### config.mk
export PLATFORM = sky130hd
export DESIGN_NAME = sram_controller
export DESIGN_NICKNAME = d
export VERILOG_FILES = /design/src/rtl/sram_pkg.sv /design/src/rtl/sram_phase_timer.sv /design/src/rtl/sram_controller.sv
export SDC_FILE = /design/constraint.sdc
export NUM_CORES = 1
export LEC_CHECK = 0
export ABC_AREA = 1
export ABC_CLOCK_PERIOD_IN_PS = 3000
export BUFFER_PORTS_ARGS = -buffer_cell sky130_fd_sc_hd__clkbuf_2
export CAP_MARGIN = 40
export CORE_ASPECT_RATIO = 0.7
export CORE_UTILIZATION = 40
export DETAILED_ROUTE_END_ITERATION = 8
export GPL_TIMING_DRIVEN = 0
export HOLD_SLACK_MARGIN = 0.08
export PLACE_DENSITY_LB_ADDON = 0.25
export SLEW_MARGIN = 20
export SYNTH_ARGS = -nofsm -noshare
export SYNTH_HDL_FRONTEND = slang
export SYNTH_SLANG_ARGS = --single-unit
### constraint.sdc
create_clock -name clk -period 3 [get_ports clk]
set_input_delay 0.3 -clock clk [delete_from_list [all_inputs] [get_ports clk]]
set_output_delay 0.3 -clock clk [all_outputs]
set_load 0.01 [all_outputs]
### src/rtl/sram_pkg.sv
// Shared types and constants for the 32-bit-over-16-bit SRAM controller.
package sram_pkg;

  typedef enum logic [1:0] {
    ST_IDLE = 2'd0,
    ST_LOW  = 2'd1,
    ST_HIGH = 2'd2,
    ST_DONE = 2'd3
  } sram_state_e;

  typedef enum logic {
    OP_READ  = 1'b0,
    OP_WRITE = 1'b1
  } sram_op_e;

  localparam int          SRAM_AW    = 18;
  localparam int          SRAM_DW    = 16;
  localparam logic [31:0] SRAM_BYTES = 32'h0008_0000;

  // Below the window, beyond the SRAM, or not word aligned.
  function automatic logic addr_out_of_range(input logic [31:0] addr,
                                             input logic [31:0] base);
    logic [31:0] off;
    off = addr - base;
    return (addr < base) || (off >= SRAM_BYTES) || (addr[1:0] != 2'b00);
  endfunction

endpackage

### src/rtl/sram_phase_timer.sv
// Phase counter: counts 0..PHASE_CYCLES-1 while run is high, cleared by start
// and at the end of every phase.
module sram_phase_timer #(
  parameter int PHASE_CYCLES = 2
) (
  input  logic clk,
  input  logic rst,
  input  logic start,
  input  logic run,
  output logic phase_last,
  output logic we_window
);

  localparam logic [3:0] LAST = 4'(PHASE_CYCLES - 1);

  logic [3:0] cnt_q;
  logic [3:0] cnt_d;

  always_comb begin
    cnt_d = cnt_q;
    if (start || (run && (cnt_q == LAST))) begin
      cnt_d = 4'd0;
    end else if (run) begin
      cnt_d = cnt_q + 4'd1;
    end
  end

  always_ff @(posedge clk or posedge rst) begin
    if (rst) begin
      cnt_q <= 4'd0;
    end else begin
      cnt_q <= cnt_d;
    end
  end

  assign phase_last = run && (cnt_q == LAST);
  // Cycle 0 of each phase is address setup; the strobe may only follow it.
  assign we_window  = run && (cnt_q != 4'd0);

endmodule

### src/rtl/sram_controller.sv
// Splits 32-bit loads/stores into two 16-bit SRAM phases and freezes the pipeline.
// Optional range checking with sticky addr_err is enabled by SRAM_ADDR_CHECK_EN.
module sram_controller
  import sram_pkg::*;
#(
  parameter logic [31:0] BASE_ADDR    = 32'd1024,
  parameter int          PHASE_CYCLES = 2
) (
  input  logic               clk,
  input  logic               rst,
  input  logic               mem_read,
  input  logic               mem_write,
  input  logic [31:0]        address,
  input  logic [31:0]        write_data,
  output logic [31:0]        read_data,
  output logic               SRAM_freeze,
  output logic               ready,
  output logic [SRAM_AW-1:0] sram_addr,
  output logic               sram_we_n,
  output logic [SRAM_DW-1:0] sram_dq_o,
  output logic               sram_dq_oe,
  input  logic [SRAM_DW-1:0] sram_dq_i,
`ifdef SRAM_ADDR_CHECK_EN
  output logic               addr_err,
`endif
  output logic [1:0]         dbg_state
);

  sram_state_e state_q, state_d;
  sram_op_e    op_q, op_d;
  logic [16:0] word_q, word_d;
  logic [31:0] wdata_q, wdata_d;
  logic [31:0] rdata_q, rdata_d;

  logic        req;
  logic        start;
  logic        run;
  logic        is_high;
  logic        is_write;
  logic        phase_last;
  logic        we_window;
  logic        range_bad;
  logic [31:0] off_in;

  assign req    = mem_read | mem_write;
  assign off_in = address - BASE_ADDR;

`ifdef SRAM_ADDR_CHECK_EN
  logic err_q, err_d;
  logic [14:0] unused_off_bits;
  assign range_bad       = addr_out_of_range(address, BASE_ADDR);
  assign unused_off_bits = {off_in[31:19], off_in[1:0]};
`else
  logic [14:0] unused_off_bits;
  assign range_bad       = 1'b0;
  assign unused_off_bits = {off_in[31:19], off_in[1:0]};
`endif

  sram_phase_timer #(
    .PHASE_CYCLES(PHASE_CYCLES)
  ) u_timer (
    .clk       (clk),
    .rst       (rst),
    .start     (start),
    .run       (run),
    .phase_last(phase_last),
    .we_window (we_window)
  );

  always_comb begin
    state_d     = state_q;
    op_d        = op_q;
    word_d      = word_q;
    wdata_d     = wdata_q;
    rdata_d     = rdata_q;
    SRAM_freeze = 1'b0;
    start       = 1'b0;
`ifdef SRAM_ADDR_CHECK_EN
    err_d       = err_q;
`endif
    case (state_q)
      ST_IDLE: begin
        if (req) begin
          SRAM_freeze = 1'b1;
          start       = 1'b1;
          // A store beats a load when both are requested.
          op_d        = mem_write ? OP_WRITE : OP_READ;
          word_d      = off_in[18:2];
          wdata_d     = write_data;
          if (range_bad) begin
            state_d = ST_DONE;
`ifdef SRAM_ADDR_CHECK_EN
            err_d   = 1'b1;
`endif
          end else begin
            state_d = ST_LOW;
          end
        end
      end
      ST_LOW: begin
        SRAM_freeze = 1'b1;
        if (phase_last) begin
          state_d = ST_HIGH;
          if (op_q == OP_READ) rdata_d[15:0] = sram_dq_i;
        end
      end
      ST_HIGH: begin
        SRAM_freeze = 1'b1;
        if (phase_last) begin
          state_d = ST_DONE;
          if (op_q == OP_READ) rdata_d[31:16] = sram_dq_i;
        end
      end
      ST_DONE: begin
        state_d = ST_IDLE;
      end
      default: begin
        state_d = ST_IDLE;
      end
    endcase
  end

  always_ff @(posedge clk or posedge rst) begin
    if (rst) begin
      state_q <= ST_IDLE;
      op_q    <= OP_READ;
      word_q  <= '0;
      wdata_q <= '0;
      rdata_q <= '0;
    end else begin
      state_q <= state_d;
      op_q    <= op_d;
      word_q  <= word_d;
      wdata_q <= wdata_d;
      rdata_q <= rdata_d;
    end
  end

`ifdef SRAM_ADDR_CHECK_EN
  always_ff @(posedge clk or posedge rst) begin
    if (rst) begin
      err_q <= 1'b0;
    end else begin
      err_q <= err_d;
    end
  end
  assign addr_err = err_q;
`endif

  // Pins are decoded from registered state only, so they are glitch-free per phase.
  assign run        = (state_q == ST_LOW) || (state_q == ST_HIGH);
  assign is_high    = (state_q == ST_HIGH);
  assign is_write   = (op_q == OP_WRITE);
  assign sram_addr  = run ? {word_q, is_high} : '0;
  assign sram_dq_oe = run && is_write;
  assign sram_we_n  = ~(run && is_write && we_window);
  assign sram_dq_o  = sram_dq_oe ? (is_high ? wdata_q[31:16] : wdata_q[15:0]) : '0;

  assign read_data  = rdata_q;
  assign ready      = ~SRAM_freeze;
  assign dbg_state  = state_q;

endmodule
==> results.sh <==
export IMPL_status="completed"
export IMPL_num_vias=3700
export IMPL_clk_pin_slew_ns=0.06
export IMPL_dp_hpwl_um=7810
export IMPL_wirelength_um=10400
export IMPL_crit_fanout=10
export IMPL_path_class="flip-flop to output port"
export IMPL_wl_met1_um=5100
export IMPL_hp_class="primary input to flip-flop"
export IMPL_synth_top_area_share=0.539
export IMPL_arrival_ns=2.24
export IMPL_skew_ns=0.00437
export IMPL_clock_latency_ns=0.34
export IMPL_diodes=0
export IMPL_numCtsBuffers=9
export IMPL_slew_violations=0
export IMPL_vias_per_cell=4.61
export IMPL_ant_nets=0
export IMPL_route_met3_wl_um=573
export IMPL_cts_root_buf="clkbuf_16"
export IMPL_power_density_nw_per_um2=1120
export IMPL_hold_viol=0
export IMPL_period_needed_ns=2.54
export IMPL_holdWs_ns=0.153
export IMPL_cts_sinks=88
export IMPL_io_pins=156
export IMPL_nets=764
export IMPL_stdcell_area_um2=5320
export IMPL_syn_instance_count=517
export IMPL_grt_total_usage=0.207
export IMPL_die_h_um=86.5
export IMPL_dpl_cell_area_um2=4970
export IMPL_dr_wl_met2_um=4600
export IMPL_fp_row_count=30
export IMPL_worstSetupStartpointType="flip-flop"
export IMPL_setup_viol=0
export IMPL_required_ns=2.70
export IMPL_grt_pass1_wl_um=16800
export IMPL_worst_pin_slew_ns=0.480
export IMPL_ir_drop_uv=387
export IMPL_layout_common_cells="243 x nand2_1, 140 x clkbuf_2, 88 x dfrtp_1, 55 x inv_1, 32 x o21ai_1"
export IMPL_routabilityCongestion=0.900
export IMPL_antenna_found_initial=0
export IMPL_post_route_util=0.543
export IMPL_dieArea_um2=10600
export IMPL_cts_setup_buffers=0
export IMPL_start_util=0.417
export IMPL_syn_nets=611
export IMPL_slew_headroom=0.680
export IMPL_area_delta_synth_final_pct=30.3
export IMPL_synth_seq_area_share=0.539
export IMPL_preCtsSetupSlack_ns=0.801
export IMPL_syn_area_per_cell_um2=7.90
export IMPL_synth_seq_cells=88
export IMPL_cts_htree_levels=3
export IMPL_yosysTopAreaCell="dfrtp_1"
export IMPL_fin_crit_sh=0.845
export IMPL_rsz0062_at_grt="false"
export IMPL_tritoncts="done"
export IMPL_first_global_vias=3458
export IMPL_die_width_um=123
export IMPL_setup_ws_ns=0.464
export IMPL_core_area_um2=9800
export IMPL_remaining_drc_errors=0
export IMPL_grt_start_max_net_pins=57
export IMPL_grt_overflow=0
export IMPL_wl_per_cell_um=12.9
export IMPL_synth_area_um2=4080
export IMPL_io_buffers=140
export IMPL_synthTopCellsByArea="dfrtp_1 54%, nand2_1 22%, inv_1 5.1%"
export IMPL_clockBufferDepth=2
export IMPL_dr_first_iter_drc_count=222
export IMPL_layout_commonest_cell="nand2_1"
export IMPL_drive_above_1_share=0.268
export IMPL_cap_violations=0
export IMPL_clock_fmax_ghz=0.394
export IMPL_synth_cell_types=23
export IMPL_end_kind="output port"
export IMPL_dr_max_layer_used="met4"
export IMPL_drt_pass1_iter_count=4
export IMPL_ys_warn_count=0
export IMPL_p_leak_uw=0.00314
area by class of cell:
cell class                 count  area (µm²)
inverter                      57         216
sequential                    88        2200
clock inverter                 5         105
clock buffer                  11         233
buffer                        22         128
timing repair buffer         142         738
fill                         954        4480
multi-input combinational    350        1540
tap                          128         160
final timing paths:
check | from | slack, ns | endpoint | cells past startpoint
max | dbg_state[0]$_DFFE_PP0P_ | 0.46 | sram_dq_o[14] | 7
min | address[2] | 0.15 | word_q[0]$_DFFE_PP0P_ | 3
min in group asynchronous | rst | 0.51 | read_data[31]$_DFFE_PP0P_ | 3
max in group asynchronous | rst | 1.85 | wdata_q[30]$_DFFE_PP0P_ | 4
min reg2reg | word_q[7]$_DFFE_PP0P_ | 0.48 | word_q[7]$_DFFE_PP0P_ | 2
max reg2reg | dbg_state[0]$_DFFE_PP0P_ | 1.14 | read_data[22]$_DFFE_PP0P_ | 10
critical path: stages, from the launching register on:
cell      delay (ns)
dfrtp_1         0.44
inv_1           0.16
ha_1            0.20
buf_2           0.21
clkbuf_1        0.40
nand2_1         0.10
a21oi_1         0.22
clkbuf_2        0.17
layer usage:
layer  GRT usage  up-vias
li1            -     1883
met1       0.297     1702
met2       0.302      106
met3      0.0605        9
met4      0.0599        0
met5           0        -
Yosys cell counts (all sizes together):
cell type,count
nand2,246
dfrtp,88
inv,57
o21ai,41
a21oi,18
buf,16
nor2,15
nand3,11
ha,10
clkbuf,6
a31oi,2
or2,2
xor2,2
nand4,1
o21bai,1
o22ai,1
per-stage QoR:
stage	instances	setup TNS (ns)	power [µW]
finish	803	0	5950
global route	803	0	6470
global placement	785	-53.19	4630
CTS	803	0	6020
floorplan	517	0	3710
detailed placement	786	0	4720
power by group:
part | leakage [µW] | internal [µW] | switching, µW
logic | 0.00193 | 965 | 1600
clock network | 0.000156 | 815 | 459
registers | 0.00106 | 1770 | 332
logic make-up after synthesis:
family,count (synthesis),synth area share
and+or+nand+nor,275,0.262
DFF,88,0.539
buffers and inverters,79,0.0837
AOI/OAI and AO/OA,63,0.0797
adders and majority gates,10,0.0306
xor gates and xnor gates,2,0.00429
sequential cells by signal, indices dropped and copies added, names as in the netlist:
| name | flops |
|---|---|
| u_timer.cnt_q | 4 |
| dbg_state | 2 |
| is_write | 1 |
| word_q | 17 |
| read_data | 32 |
| wdata_q | 32 |
what timing repair did:
item	CTS	global route
resized for setup	0	0
hold endpoints to repair	32	0
hold buffers	1	0
No activity file was read; power rests on OpenSTA's default activity.
